$ cat src/rtl/lsu_mem_initiator.sv
// lsu_mem_initiator: byte-addressed RV32 load/store front end for a word-only data memory.
// Subword stores are read-modify-write; illegal or misaligned requests answer with an error and never touch memory.
module lsu_mem_initiator #(
    parameter int ADDR_W = 8,
    parameter int WIDTH  = 32
) (
    input  logic              clk,
    input  logic              rst_n,
    input  logic              req_valid,
    output logic              req_ready,
    input  logic              req_we,
    input  logic [2:0]        req_funct3,
    input  logic [ADDR_W-1:0] req_addr,
    input  logic [WIDTH-1:0]  req_wdata,
    output logic              resp_valid,
    output logic [WIDTH-1:0]  resp_rdata,
    output logic              resp_err,
    output logic [ADDR_W-3:0] mem_addr,
    output logic              mem_rd,
    output logic              mem_wr,
    output logic [WIDTH-1:0]  mem_wdata,
    input  logic [WIDTH-1:0]  mem_rdata,
    output logic [2:0]        dbg_state
);

    // Handshake: a request transfers on a rising edge where req_valid && req_ready. req_ready is
    // high only in IDLE; completion is a single resp_valid pulse that cannot be back-pressured.

    typedef enum logic [2:0] {
        S_IDLE  = 3'd0,
        S_READ  = 3'd1,
        S_MERGE = 3'd2,
        S_WRITE = 3'd3,
        S_RESP  = 3'd4
    } state_t;

    state_t state_q, state_d;

    logic              ready_q;
    logic              we_q;
    logic [2:0]        funct3_q;
    logic [1:0]        off_q;
    logic [15:0]       wdata_q;
    logic [ADDR_W-3:0] addr_q;
    logic [WIDTH-1:0]  mem_wdata_q;
    logic [WIDTH-1:0]  rdata_q;
    logic              err_q;

    logic              accept;
    logic              req_illegal;
    logic              req_misaligned;
    logic              req_err;
    logic [7:0]        byte_sel;
    logic [15:0]       half_sel;
    logic [WIDTH-1:0]  load_ext;
    logic [WIDTH-1:0]  merged;

    // Request decode, evaluated on the live inputs so the accept edge can branch immediately.
    always_comb begin
        req_illegal = 1'b1;
        if (req_we) begin
            case (req_funct3)
                3'b000, 3'b001, 3'b010: req_illegal = 1'b0;
                default:                req_illegal = 1'b1;
            endcase
        end else begin
            case (req_funct3)
                3'b000, 3'b001, 3'b010, 3'b100, 3'b101: req_illegal = 1'b0;
                default:                                req_illegal = 1'b1;
            endcase
        end
        req_misaligned = 1'b0;
        if (req_funct3[1:0] == 2'b01 && req_addr[0]) begin
            req_misaligned = 1'b1;
        end
        if (req_funct3 == 3'b010 && req_addr[1:0] != 2'b00) begin
            req_misaligned = 1'b1;
        end
        req_err = req_illegal || req_misaligned;
    end

    // Lane selection and extension for loads, lane replacement for subword stores.
    always_comb begin
        byte_sel = mem_rdata[7:0];
        case (off_q)
            2'd1:    byte_sel = mem_rdata[15:8];
            2'd2:    byte_sel = mem_rdata[23:16];
            2'd3:    byte_sel = mem_rdata[31:24];
            default: byte_sel = mem_rdata[7:0];
        endcase
        half_sel = off_q[1] ? mem_rdata[31:16] : mem_rdata[15:0];

        load_ext = mem_rdata;
        case (funct3_q)
            3'b000:  load_ext = {{(WIDTH-8){byte_sel[7]}}, byte_sel};
            3'b001:  load_ext = {{(WIDTH-16){half_sel[15]}}, half_sel};
            3'b100:  load_ext = {{(WIDTH-8){1'b0}}, byte_sel};
            3'b101:  load_ext = {{(WIDTH-16){1'b0}}, half_sel};
            default: load_ext = mem_rdata;
        endcase

        merged = mem_rdata;
        if (funct3_q[1:0] == 2'b00) begin
            case (off_q)
                2'd1:    merged[15:8]  = wdata_q[7:0];
                2'd2:    merged[23:16] = wdata_q[7:0];
                2'd3:    merged[31:24] = wdata_q[7:0];
                default: merged[7:0]   = wdata_q[7:0];
            endcase
        end else if (funct3_q[1:0] == 2'b01) begin
            if (off_q[1]) begin
                merged[31:16] = wdata_q;
            end else begin
                merged[15:0] = wdata_q;
            end
        end
    end

    always_comb begin
        state_d = state_q;
        accept  = 1'b0;
        case (state_q)
            S_IDLE: begin
                if (req_valid && ready_q) begin
                    accept = 1'b1;
                    if (req_err) begin
                        state_d = S_RESP;
                    end else if (req_we && req_funct3 == 3'b010) begin
                        state_d = S_WRITE;
                    end else begin
                        state_d = S_READ;
                    end
                end
            end
            S_READ:  state_d = S_MERGE;
            S_MERGE: state_d = we_q ? S_WRITE : S_RESP;
            S_WRITE: state_d = S_RESP;
            S_RESP:  state_d = S_IDLE;
            default: state_d = S_IDLE;
        endcase
    end

    // ready_q is registered from the next state so it stays low through reset and only
    // rises on the first clock edge after release.
    always_ff @(posedge clk or negedge rst_n) begin
        if (!rst_n) begin
            state_q     <= S_IDLE;
            ready_q     <= 1'b0;
            we_q        <= 1'b0;
            funct3_q    <= 3'b000;
            off_q       <= 2'b00;
            wdata_q     <= '0;
            addr_q      <= '0;
            mem_wdata_q <= '0;
            rdata_q     <= '0;
            err_q       <= 1'b0;
        end else begin
            state_q <= state_d;
            ready_q <= (state_d == S_IDLE);
            if (accept) begin
                we_q     <= req_we;
                funct3_q <= req_funct3;
                off_q    <= req_addr[1:0];
                wdata_q  <= req_wdata[15:0];
                addr_q   <= req_addr[ADDR_W-1:2];
                rdata_q  <= '0;
                err_q    <= req_err;
                if (req_we && !req_err && req_funct3 == 3'b010) begin
                    mem_wdata_q <= req_wdata;
                end
            end
            if (state_q == S_MERGE) begin
                if (we_q) begin
                    mem_wdata_q <= merged;
                end else begin
                    rdata_q <= load_ext;
                end
            end
        end
    end

    assign req_ready  = ready_q;
    assign mem_rd     = (state_q == S_READ);
    assign mem_wr     = (state_q == S_WRITE);
    assign resp_valid = (state_q == S_RESP);
    assign resp_rdata = rdata_q;
    assign resp_err   = err_q;
    assign mem_addr   = addr_q;
    assign mem_wdata  = mem_wdata_q;
    assign dbg_state  = state_q;

endmodule

$ cat config.mk
export PLATFORM = sky130hd
export DESIGN_NAME = lsu_mem_initiator
export DESIGN_NICKNAME = d
export VERILOG_FILES = /design/src/rtl/lsu_mem_initiator.sv
export SDC_FILE = /design/constraint.sdc
export NUM_CORES = 1
export LEC_CHECK = 0
export ABC_AREA = 0
export BUFFER_PORTS_ARGS = -buffer_cell sky130_fd_sc_hd__buf_4
export CAP_MARGIN = 30
export CORE_ASPECT_RATIO = 0.75
export CORE_MARGIN = 5
export CORE_UTILIZATION = 45
export CTS_BUF_LIST = sky130_fd_sc_hd__clkbuf_4
export DETAILED_ROUTE_END_ITERATION = 7
export GPL_TIMING_DRIVEN = 0
export HOLD_SLACK_MARGIN = 0.1
export PLACE_DENSITY = 0.82
export SLEW_MARGIN = 0
export SYNTH_ARGS = -nofsm -noshare
export SYNTH_HDL_FRONTEND = slang
export SYNTH_SLANG_ARGS = --single-unit
$ cat constraint.sdc
create_clock -name clk -period 1.63 [get_ports clk]
set_input_delay 0.2445 -clock clk [delete_from_list [all_inputs] [get_ports clk]]
set_output_delay 0.2445 -clock clk [all_outputs]
set_load 0.05 [all_outputs]
* Word level (Yosys, flattened, before mapping)
Index checks and enable logic that the tools add are counted.
Widths: inputs -> output; s select.
** Word-level totals
- Register bits :: 97
- Bits of input ports :: 79
- Output and inout port bits :: 78
- Logic and storage cells :: 73
** Operators by class
- Equality and inequality tests :: 16
- Mux-type cells :: 30
- Reductions and logical operators :: 17
** Operators by type and width (number)
- $mux 32 :: 9
- $pmux 32 s4 :: 1
- $mux 16 :: 3
- $mux 8 :: 4
- $pmux 8 s3 :: 1
- $eq 3x3->1 const B :: 5
- $logic_not 3->1 :: 4
- $pmux 3 s4 :: 1
- $eq 3x1->1 const B :: 3
- $eq 3x2->1 const B :: 3
- $mux 3 :: 3
- $mux 1 :: 7
- $eq 2x1->1 const B :: 3
- $logic_and 1x1->1 :: 6
- $reduce_or 3->1 :: 2
- $reduce_or 5->1 :: 1
- $eq 2x2->1 const B :: 2
- $logic_not 2->1 :: 1
- $mux 2 :: 1
- $reduce_bool 2->1 :: 1
- $logic_not 1->1 :: 1
- $logic_or 1x1->1 :: 1

* Logic depth before layout (Yosys ltp)
Gate-level depths: netlist of the first run.
- Depth after elaboration :: 12
- Mapped depth :: 8
- Mapped depth without buffers :: 5

* Worst setup path before layout of the first run
No wires, ideal clock.
- Path type :: flip-flop to flip-flop
- From :: reg state_q[0] (netlist: dbg_state[0])
- To :: reg state_q[1] (netlist: dbg_state[1])
- Setup time :: 0.070 ns
- Data arrival time :: 2.153 ns
- Data required time :: 1.560 ns
- Path slack :: -0.592 ns
- Stages on the path, launching flop included :: 4
- Buffers on the path :: 0
- Period minus slack after synthesis :: 2.222 ns
- Cells stage by stage :: dfrtp_1 > inv_1 > nor3_1 > or3_1
** On the way
- Cells in the longest elaborated chain, start to end :: 2
- Elaborated cells between the ends (all ways) :: 5
- Classes of those cells :: eq/ne: 3; mux: 1; reduce/logical: 1
** Ends and longest elaborated chain
- start, declared :: line 37 : state_t state_q, state_d;
- start signal, assigned :: line 158 : state_q <= state_d;
- $eq 3x1->1
- net mem_rd :: line 19 : output logic mem_rd,
- $pmux 3 s4 :: line 122 : case (state_q)
- net state_d[1] :: line 37
The timed path passes the listed nets, and every way through them passes these cells.
A chain may end at the register's enable or synchronous reset.

* Final worst setup path of the first run
- From :: reg state_q[0] (netlist: dbg_state[0])
- To :: reg mem_wdata_q[20] (netlist: mem_wdata[20])
** On the way
- Cells in the longest elaborated chain, start to end :: 5
- Elaborated cells between the ends (all ways) :: 6
- Classes of those cells :: eq/ne: 1; mux: 4; reduce/logical: 1
** Ends and longest elaborated chain
- $logic_not 3->1 :: line 122
- $mux 1 :: line 122
- $mux 32 :: line 160 : if (accept) begin
- $mux 32 :: line 173 : if (we_q) begin
- $mux 32 (*) :: line 172 : if (state_q == S_MERGE) begin
- end signal, assigned :: line 169 : mem_wdata_q <= req_wdata;
- end signal, assigned :: line 174 : mem_wdata_q <= merged;
- end, declared :: line 45 : logic [WIDTH-1:0] mem_wdata_q;
Every way passes the cells marked *; elsewhere a longest branch is shown, timed or not.

==> flow_metrics.tcl, run 1 <==
set metrics [dict create \
    run_status "finished, violations left" \
    failed_checks "setup timing" \
    synth_area_per_cell_um2 9.441 \
    synthesis.instances 517 \
    seq_area_frac_synth_pct 49.73 \
    gr_util_all_layers_pct 29.84 \
    synth_cell_type_count 47 \
    synth_ff_type "sky130_fd_sc_hd__dfrtp_1" \
    syn_area_mm2 0.004881 \
    floorplan.rows 32 \
    max_clock_freq_ghz 0.5349 \
    finalCriticalPeriod_ps 1870 \
    critPathCaptureType "flop" \
    final_layout_size_suffix_gt1_share_pct 42.86 \
    slew_viol_final 0 \
    fin_nets 851 \
    grt_met3_usage_pct 9.202 \
    ff_latch_area_mm2 0.002434 \
    max-cap-violations 0 \
    netlist.area_leader.share_pct 49.73 \
    leakage_nw 3.720 \
    die_h_um 100.2 \
    synthesis.nets 596 \
    finalHoldViolCount 0 \
    synth_edf_count 0 \
    initial_core_util_pct 46.71 \
    antenna_cells_inserted 0 \
    most_used_routing_layer "met2" \
    clock_tree_from_tritoncts "yes" \
    area_growth_syn_to_layout_pct 60.91 \
    grt_setup_unrepaired "true" \
    numClockSinks 97 \
    finalWorstSetupSlack_ps -239.5 \
    warning_count_from_the_yosys_run 0 \
    multi_input_area_mm2 0.002619 \
    critPathMaxFanout 5 \
    gp_congestion 0.9038 \
    wirelength_um 20370 \
    netlist.top_cell.by_area "sky130_fd_sc_hd__dfrtp_1" \
    asyncSetResetFlopFracSynth_pct 100.0 \
    routed_wire_length_per_instance_um 22.31 \
    grt.met2_usage_pct 45.55 \
    period_utilisation_layout_pct 114.7 \
    final.setup_skew_ps 13.37 \
    synthTopCellsByCount "sky130_fd_sc_hd__nand2_1 (133), sky130_fd_sc_hd__dfrtp_1 (97), sky130_fd_sc_hd__mux2i_1 (49)" \
    finalSetupViolCount 82 \
    first_pass_iters 6 \
    design.die.area_mm2 0.01305 \
    drt_first_iter_violations 413 \
    route.antenna.remaining_nets 0 \
    root_buffer "sky130_fd_sc_hd__clkbuf_4" \
    timing.critical_path.arrival_ps 2230 \
    slew_headroom_pct 56.37 \
    die_w_um 130.3 \
    h_tree_levels 3 \
    buffer_ports.inserted 156 \
    worstPathRequired_ps 1990 \
    routed-via-count 5502 \
    worst_setup_path_start_kind "flop" \
    placeable_core_region_mm2 0.01045 \
    hp_class "in -> reg" \
    place_worst_setup_slack_ps -485.1 \
    top_level_ports 157 \
    worst_pin_slew_ps 654.5 \
    pin_count_of_the_biggest_net_entering_global_routing 55 \
    worst-setup-path-type "reg -> reg" \
    clk_pin_slew_ps 160 \
    setup.reg_to_reg.worst_slack_ps -240 \
    fillers 685 \
    synth.top_cells.by_area "sky130_fd_sc_hd__dfrtp_1 (50%), sky130_fd_sc_hd__nand2_1 (10%), sky130_fd_sc_hd__mux2i_1 (10%), sky130_fd_sc_hd__a221o_1 (3.3%), sky130_fd_sc_hd__o21ai_1 (3.3%)" \
    dp_hpwl_um 13320 \
    globalRouteMet1Util_pct 39.73 \
    clk-insertion-delay-late_ps 460 \
    pd_cells_mw_per_mm2 1984 \
    post-layout-total-power_w 0.01558 \
    antenna_found_initial 0 \
    seq_cells_post_synth 97 \
    first_global_vias 5497 \
    globalRouteOverflowTotal 0 \
    ctsLongestPathBuffers 2 \
    via_per_inst 6.026 \
    drc 0 \
    grt_first_pass_wirelength_um 29960 \
    synth_most_common_cell "sky130_fd_sc_hd__nand2_1" \
    tritoncts.num_buffers 9 \
    worst_ir_drop_vdd_mv 1.392 \
]
[area by class of cell]
type                            count  area share (%)
Sequential cell                    97           30.99
Inverter                            5          0.2390
Multi-Input combinational cell    374           33.34
Timing Repair Buffer              247           27.45
Clock buffer                       10          0.9559
Buffer                             38           3.808
Tap cell                          136           2.167
Clock inverter                      6           1.051
[cells by family after synthesis]
group	count (synthesis)	synth area share [%]
flops	97	49.73
buf+inv	46	4.383
compound gates	150	20.17
simple gates	174	15.43
mux	50	10.28
[critical path: stages (launching register included)]
cell and delay (ps):
sky130_fd_sc_hd__dfrtp_2 470, sky130_fd_sc_hd__nor2_4 120, sky130_fd_sc_hd__nand4b_1 180, sky130_fd_sc_hd__buf_6 170
sky130_fd_sc_hd__nor4_4 140, sky130_fd_sc_hd__buf_6 180, sky130_fd_sc_hd__buf_8 140, sky130_fd_sc_hd__mux2i_2 260
sky130_fd_sc_hd__mux2i_1 120
[what timing repair did]
action,4_1_cts,5_1_grt
endpoints found under the hold margin,115,0
hold buffers,60,0
setup endpoints to repair,98,97
cloned,2,5
setup buffers,18,6
resized for setup,43,135
pin swaps,12,46
[per-layer routing]
layer / part of all wire [%] / up-vias
met2: 47 / 369
met5: 0 / -
met3: 11 / 64
met1: 39 / 2690
li1: - / 2379
met4: 2.7 / 0
[sequential cells by signal, indices dropped and copies added (netlist names), 2 cells and up]
register,count
mem_wdata,32
resp_rdata,32
wdata_q,16
mem_addr,6
dbg_state,3
funct3_q,3
off_q,2
[cells in the final DEF (no fill, tap or decap), types with 3 or more instances in the layout]
cell and instances:
sky130_fd_sc_hd__dfrtp_2 5, sky130_fd_sc_hd__a221oi_2 5, sky130_fd_sc_hd__o21ai_1 18, sky130_fd_sc_hd__clkbuf_1 5, sky130_fd_sc_hd__mux2i_1 48, sky130_fd_sc_hd__o22ai_1 11, sky130_fd_sc_hd__a221o_1 16, sky130_fd_sc_hd__dlygate4sd3_1 60
sky130_fd_sc_hd__nand2_2 36, sky130_fd_sc_hd__dfrtp_1 92, sky130_fd_sc_hd__nand2_1 86, sky130_fd_sc_hd__a22o_1 6, sky130_fd_sc_hd__o21ai_2 14, sky130_fd_sc_hd__clkbuf_16 3, sky130_fd_sc_hd__buf_4 168, sky130_fd_sc_hd__nor3_1 6
sky130_fd_sc_hd__clkbuf_2 11, sky130_fd_sc_hd__nor2_1 5, sky130_fd_sc_hd__nand2_4 11, sky130_fd_sc_hd__buf_2 4, sky130_fd_sc_hd__clkbuf_4 13, sky130_fd_sc_hd__inv_1 3, sky130_fd_sc_hd__nor2_4 3, sky130_fd_sc_hd__a221oi_1 4
sky130_fd_sc_hd__o21ai_0 22, sky130_fd_sc_hd__a31oi_1 20, sky130_fd_sc_hd__buf_8 9, sky130_fd_sc_hd__buf_6 20, sky130_fd_sc_hd__a21oi_1 20
[metrics by stage]
stage               util [%]  hold slack, ps  setup TNS [ps]  instance area, µm²  cells
global route           75.16           113.7          -17750                7854    913
CTS                    70.59           104.1          -12250                7377    906
finish                 75.16           113.9          -10340                7854    913
floorplan                  -          -51.09          -10040                4947    517
global placement       60.18           436.4          -19130                6289    809
detailed placement     60.44           290.2          -21200                6316    810
[worst paths after layout]
path                               from             end  depth (start not counted)
max reg2reg                dbg_state[0]   mem_wdata[20]                          8
min reg2reg                  wdata_q[9]      wdata_q[9]                          2
min in group asynchronous         rst_n  resp_rdata[29]                          2
max in group asynchronous         rst_n     funct3_q[1]                          3
max                        dbg_state[0]   mem_wdata[20]                          8
min                        mem_rdata[9]   resp_rdata[9]                          3
[where the power goes]
group	internal [W]	switching (W)
clock	0.000630	0.000841
sequential	0.00332	0.000860
combinational	0.00361	0.00633
total	0.00756	0.00803
Power figures use the tool's default switching activity.
==> run 2: changes to the inputs <==
--- a/config.mk
+++ b/config.mk
@@ -16,6 +16,7 @@
 export GPL_TIMING_DRIVEN = 0
 export HOLD_SLACK_MARGIN = 0.1
 export PLACE_DENSITY = 0.82
+export REMOVE_ABC_BUFFERS = 1
 export SLEW_MARGIN = 0
 export SYNTH_ARGS = -nofsm -noshare
 export SYNTH_HDL_FRONTEND = slang
==> run 2 against run 1 <==
Effect of this change: the run still ends with setup timing left; utilization increased by 2.6 points; worst hold slack better by 12 ps; count of clock-buffer cells in the layout shrank 1; register-to-register slack got worse by 60 ps; worst setup slack worse by 62 ps.
==> flow_metrics.tcl, run 2 (synthesized netlist as in run 1, its figures left out) <==
set metrics [dict create \
    grt_met3_usage_pct 8.564 \
    pin_count_of_the_biggest_net_entering_global_routing 64 \
    gr_util_all_layers_pct 31.40 \
    globalRouteMet1Util_pct 39.58 \
    worst_ir_drop_vdd_mv 1.272 \
    root_buffer "sky130_fd_sc_hd__clkbuf_4" \
    tritoncts.num_buffers 9 \
    grt.met2_usage_pct 50.04 \
    final_cell_area_mm2 0.008123 \
    finalHoldViolCount 0 \
    worst-r2r-cell-count 8 \
    first_pass_iters 7 \
    via_per_inst 6.147 \
    final_common_cell "sky130_fd_sc_hd__buf_4" \
    setup.reg_to_reg.worst_slack_ps -300 \
    h_tree_levels 3 \
    final_layout_size_suffix_gt1_share_pct 39.20 \
    clock_tree_from_tritoncts "yes" \
    top_level_ports 157 \
    worstHoldEndpoint "resp_rdata[30]" \
    final.setup_skew_ps 33.56 \
    antenna_found_initial 1 \
    non_filler_instances 932 \
    worst_pin_slew_ps 577.4 \
    placeable_core_region_mm2 0.01045 \
    area_growth_syn_to_layout_pct 66.42 \
    timing.critical_path.arrival_ps 2300 \
    clk_pin_slew_ps 160 \
    globalRouteOverflowTotal 0 \
    slew_headroom_pct 61.36 \
    max-cap-violations 0 \
    critPathMaxFanout 5 \
    detailed_place.area_mm2 0.006225 \
    route.antenna.remaining_nets 0 \
    worstPathRequired_ps 2000 \
    numPlacedInstances 779 \
    min_path_cells 3 \
    layout_common_cells "sky130_fd_sc_hd__buf_4 (189), sky130_fd_sc_hd__nand2_1 (123), sky130_fd_sc_hd__dfrtp_1 (91)" \
    max_clock_freq_ghz 0.5179 \
    pd_cells_mw_per_mm2 1983 \
    finalWorstSetupSlack_ps -301.1 \
    leakage_nw 3.817 \
    worst_setup_path_start_kind "flop" \
    initial_core_util_pct 46.71 \
    period_utilisation_layout_pct 118.5 \
    drc 0 \
    finalCriticalPeriod_ps 1931 \
    routed_wire_length_per_instance_um 22.82 \
    drt_first_iter_violations 809 \
    antenna_cells_inserted 0 \
    design.die.area_mm2 0.01305 \
    floorplan.rows 32 \
    grt_first_pass_wirelength_um 31380 \
    gp_congestion 0.8662 \
    grt_setup_unrepaired "true" \
    finalSetupViolCount 69 \
    die_w_um 130.3 \
    ctsLongestPathBuffers 2 \
    routed-via-count 5729 \
    numClockSinks 97 \
    worst-setup-path-type "reg -> reg" \
    failed_checks "setup timing" \
    slew_viol_final 0 \
    worstReg2RegEnd "mem_wdata[11]" \
    crit-reg2reg-launch "dbg_state[1]" \
    dp_hpwl_um 11910 \
    clk-insertion-delay-late_ps 480 \
    critPathCaptureType "flop" \
    die_h_um 100.2 \
    most_used_routing_layer "met2" \
    hp_class "in -> reg" \
    place_worst_setup_slack_ps -1560 \
    buffer_ports.inserted 156 \
    first_global_vias 5701 \
    run_status "finished, violations left" \
    wirelength_um 21270 \
    post-layout-total-power_w 0.01610 \
    fin_nets 870 \
    hold_path_startpoint "mem_rdata[30]" \
]
==> run 2: cell types whose count changed in the layout (fill, tap and decap cells not counted), moves of 7 or more <==
cell / before / now
sky130_fd_sc_hd__nand2_1: 86 / 123
sky130_fd_sc_hd__nand2_2: 36 / 8
sky130_fd_sc_hd__buf_4: 168 / 189
sky130_fd_sc_hd__dlygate4sd3_1: 60 / 75
sky130_fd_sc_hd__o21ai_1: 18 / 31
sky130_fd_sc_hd__o21ai_2: 14 / 2
sky130_fd_sc_hd__clkbuf_2: 11 / 0
sky130_fd_sc_hd__a21oi_1: 20 / 10
sky130_fd_sc_hd__a21oi_2: 2 / 11
sky130_fd_sc_hd__nand2_4: 11 / 2
sky130_fd_sc_hd__buf_12: 0 / 7
==> run 2: cell type report <==
cell class,count,area [µm²]
Inverter,5,23.77
Timing Repair Buffer,303,2763
Sequential cell,97,2442
Fill cell,621,2327
Clock inverter,7,85.08
Multi-Input combinational cell,375,2571
Tap cell,136,170.2
Clock buffer,9,67.56
==> run 2: how the worst max path moves through the flow <==
stage,startpoint,end,slack (ps),cells after the start
after global placement,dbg_state[0],mem_wdata[23],-3090,5
after floorplan,dbg_state[0],mem_wdata[0],-1860,5
after detailed placement,dbg_state[0],mem_wdata[3],-1560,7
after global routing,dbg_state[1],mem_wdata[11],-360,8
final,dbg_state[1],mem_wdata[11],-300,8
after CTS,dbg_state[1],mem_wdata[4],-240,8
==> run 2: what timing repair did <==
| item | CTS | global route |
|---|---|---|
| endpoints found under the hold margin | 123 | 0 |
| gates resized for setup | 82 | 45 |
| buffers inserted | 45 | 13 |
| endpoints found under the setup margin | 98 | 81 |
| pin swaps | 18 | 18 |
| hold buffers | 75 | 0 |
| gates cloned | 3 | 3 |
==> run 2: per-stage QoR <==
step | TNS, ps | util, % | hold WS, ps
after floorplan | -97770 | - | -51.09
after global placement | -168320 | 57.67 | 435.9
after CTS | -7411 | 74.66 | 101.0
after detailed placement | -74310 | 59.57 | 228.9
after global routing | -18140 | 77.73 | 140.0
final | -14230 | 77.73 | 126.3
==> run 2: routing by layer <==
layer | up-vias | wire (µm)
li1 | 2421 | -
met1 | 2733 | 7612
met2 | 460 | 10020
met3 | 113 | 2482
met4 | 2 | 1140
met5 | - | 12
==> run 2: where the power goes <==
group          switching, W  total (W)  internal (W)  leakage [nW]
sequential         0.000923    0.00426       0.00334          1.25
combinational       0.00642     0.0104       0.00399          2.49
clock              0.000830    0.00144      0.000608        0.0824
==> run 2: critical path, cell delays in order (launching register included) <==
cell and delay [ps]:
sky130_fd_sc_hd__dfrtp_2 470, sky130_fd_sc_hd__nor2_4 120, sky130_fd_sc_hd__nand4b_1 130, sky130_fd_sc_hd__buf_6 160
sky130_fd_sc_hd__buf_6 130, sky130_fd_sc_hd__nor4_4 240, sky130_fd_sc_hd__nor2_4 110, sky130_fd_sc_hd__buf_6 150
sky130_fd_sc_hd__a221o_1 310
==> run 3: changes to the inputs <==
--- a/config.mk
+++ b/config.mk
@@ -11,7 +11,7 @@
 export CORE_ASPECT_RATIO = 0.75
 export CORE_MARGIN = 5
 export CORE_UTILIZATION = 45
-export CTS_BUF_LIST = sky130_fd_sc_hd__clkbuf_4
+export CTS_BUF_LIST = sky130_fd_sc_hd__clkbuf_8
 export DETAILED_ROUTE_END_ITERATION = 7
 export GPL_TIMING_DRIVEN = 0
 export HOLD_SLACK_MARGIN = 0.1
==> run 3 against run 2 <==
Effect of this change: the flow still finishes with violations (setup timing); die area unchanged; sequential share of layout area increased by 1.2 points; worst setup slack gained 65 ps; clock power increased by 31%; count of clock-buffer cells in the layout rose by 3; largest cell class is now multi-input combinational cells.
==> flow_metrics.tcl, run 3 (synthesized netlist as in run 1, its figures left out) <==
set metrics [dict create \
    critPathMaxFanout 5 \
    routed-via-count 5462 \
    routed_wire_length_per_instance_um 22.86 \
    drt_first_iter_violations 766 \
    cpPeakStageDelay_ps 440 \
    finalSetupViolCount 66 \
    drc 0 \
    globalRouteOverflowTotal 0 \
    buffer_ports.inserted 156 \
    worst_path_most_repeated_cell "sky130_fd_sc_hd__buf_6" \
    worstHoldEndpoint "mem_wdata[16]" \
    die_w_um 130.3 \
    floorplan.rows 32 \
    period_utilisation_layout_pct 114.5 \
    first_pass_iters 7 \
    grt_first_pass_wirelength_um 28990 \
    final.setup_skew_ps 20.83 \
    worstPathRequired_ps 1900 \
    finalWorstSetupSlack_ps -236.1 \
    clock_tree_from_tritoncts "yes" \
    worst_pin_slew_ps 560.7 \
    clk_pin_slew_ps 110 \
    tritoncts.num_buffers 9 \
    worstReg2RegEnd "mem_wdata[27]" \
    setup.reg_to_reg.worst_slack_ps -240 \
    pin_count_of_the_biggest_net_entering_global_routing 64 \
    gp_congestion 0.8662 \
    route.antenna.remaining_nets 0 \
    first_global_vias 5303 \
    antenna_cells_inserted 0 \
    leakage_nw 3.735 \
    area_growth_syn_to_layout_pct 60.14 \
    die_h_um 100.2 \
    h_tree_levels 3 \
    wirelength_um 20170 \
    design.die.area_mm2 0.01305 \
    dp_hpwl_um 11910 \
    layout_common_cells "sky130_fd_sc_hd__buf_4 (184), sky130_fd_sc_hd__nand2_1 (99), sky130_fd_sc_hd__dfrtp_1 (91)" \
    via_per_inst 6.193 \
    critPathSlowestCell "sky130_fd_sc_hd__dfrtp_2" \
    hold_path_startpoint "req_wdata[16]" \
    crit-reg2reg-launch "dbg_state[1]" \
    gr_util_all_layers_pct 28.96 \
    post-layout-total-power_w 0.01636 \
    grt_setup_unrepaired "true" \
    layout.core_utilization_pct 74.80 \
    ctsLongestPathBuffers 2 \
    fin_nets 820 \
    antenna_found_initial 0 \
    clk-insertion-delay-late_ps 400 \
    crit_path_cell_trace "nor2_4 -> nand4b_1 -> buf_6 -> buf_6 -> nor4_4 -> nor2_4 -> buf_6 -> a221o_1" \
    worst_ir_drop_vdd_mv 1.350 \
    max-cap-violations 0 \
    final_common_cell "sky130_fd_sc_hd__buf_4" \
    min_path_cells 3 \
    run_status "finished, violations left" \
    critPathCaptureType "flop" \
    slew_headroom_pct 62.48 \
    worst-r2r-cell-count 8 \
    pd_cells_mw_per_mm2 2094 \
    slew_viol_final 0 \
    initial_core_util_pct 46.71 \
    timing.critical_path.arrival_ps 2140 \
    top_level_ports 157 \
    finalHoldViolCount 0 \
    worst-setup-path-type "reg -> reg" \
    finalCriticalPeriod_ps 1866 \
    root_buffer "sky130_fd_sc_hd__clkbuf_8" \
    hp_class "in -> reg" \
    max_clock_freq_ghz 0.5359 \
    final_layout_size_suffix_gt1_share_pct 43.57 \
    failed_checks "setup timing" \
    placeable_core_region_mm2 0.01045 \
    worst_setup_path_start_kind "flop" \
    numClockSinks 97 \
]
==> run 3: cell types whose count changed in the layout (fill, tap and decap cells not counted), sizes merged <==
cell         change
buf             -13
clkbuf           +4
clkinv           -3
dlygate4sd3     -38
==> run 3: how the worst max path moves through the flow <==
stage	from	to	cells after the start
finish	dbg_state[1]	mem_wdata[27]	8
CTS	dbg_state[1]	mem_wdata[4]	8
global route	dbg_state[1]	mem_wdata[30]	8
floorplan	dbg_state[0]	mem_wdata[0]	5
global placement	dbg_state[0]	mem_wdata[23]	5
detailed placement	dbg_state[0]	mem_wdata[3]	7
==> run 3: where the power goes <==
part	switching, W	total, W	internal [W]	leakage, nW
sequential	0.000968	0.00431	0.00334	1.25
clock	0.000889	0.00188	0.000991	0.123
combinational	0.00637	0.0102	0.00380	2.37
total	0.00823	0.0164	0.00813	3.74
==> run 3: what timing repair did <==
item	4_1_cts	5_1_grt
hold buffers	37	0
setup buffers	32	12
hold endpoints to repair	74	0
cloned	3	5
resized for setup	53	93
pin swaps	10	5
endpoints found under the setup margin	98	70
==> run 3: layout make-up <==
cell class	count	area, µm²
Clock buffer	12	165.2
Clock inverter	4	73.82
Fill cell	667	2634
Inverter	5	26.28
Multi-Input combinational cell	375	2663
Sequential cell	97	2442
Tap cell	136	170.2
Timing Repair Buffer	253	2276
==> run 3: metrics by stage <==
stage	instances	cell area (µm²)	setup WS [ps]	TNS [ps]	hold slack [ps]
3_3_place_gp	768	6027	-3089	-168320	435.9
3_5_place_dp	779	6225	-1560	-74310	228.9
6_report	882	7816	-236.1	-11760	145.4
4_1_cts	865	7327	-239.4	-8350	143.1
5_1_grt	882	7816	-321.7	-16100	136.7
2_1_floorplan	476	4686	-1855	-97770	-51.09
==> run 3: worst max-delay path, delay by kind of cell, from the launching register on <==
| family | cells | cell delay (ps) |
|---|---|---|
| flops | 1 | 440 |
| compound gates | 1 | 300 |
| simple gates | 4 | 560 |
| buf+inv | 3 | 430 |
==> run 3: routing by layer <==
metal | routed length, µm | GRT usage [%] | share of wire (%)
met5 | 0 | 0 | 0
met4 | 873 | 10.78 | 4.3
met3 | 2225 | 7.819 | 11
met2 | 9462 | 45.94 | 47
met1 | 7604 | 38.11 | 38
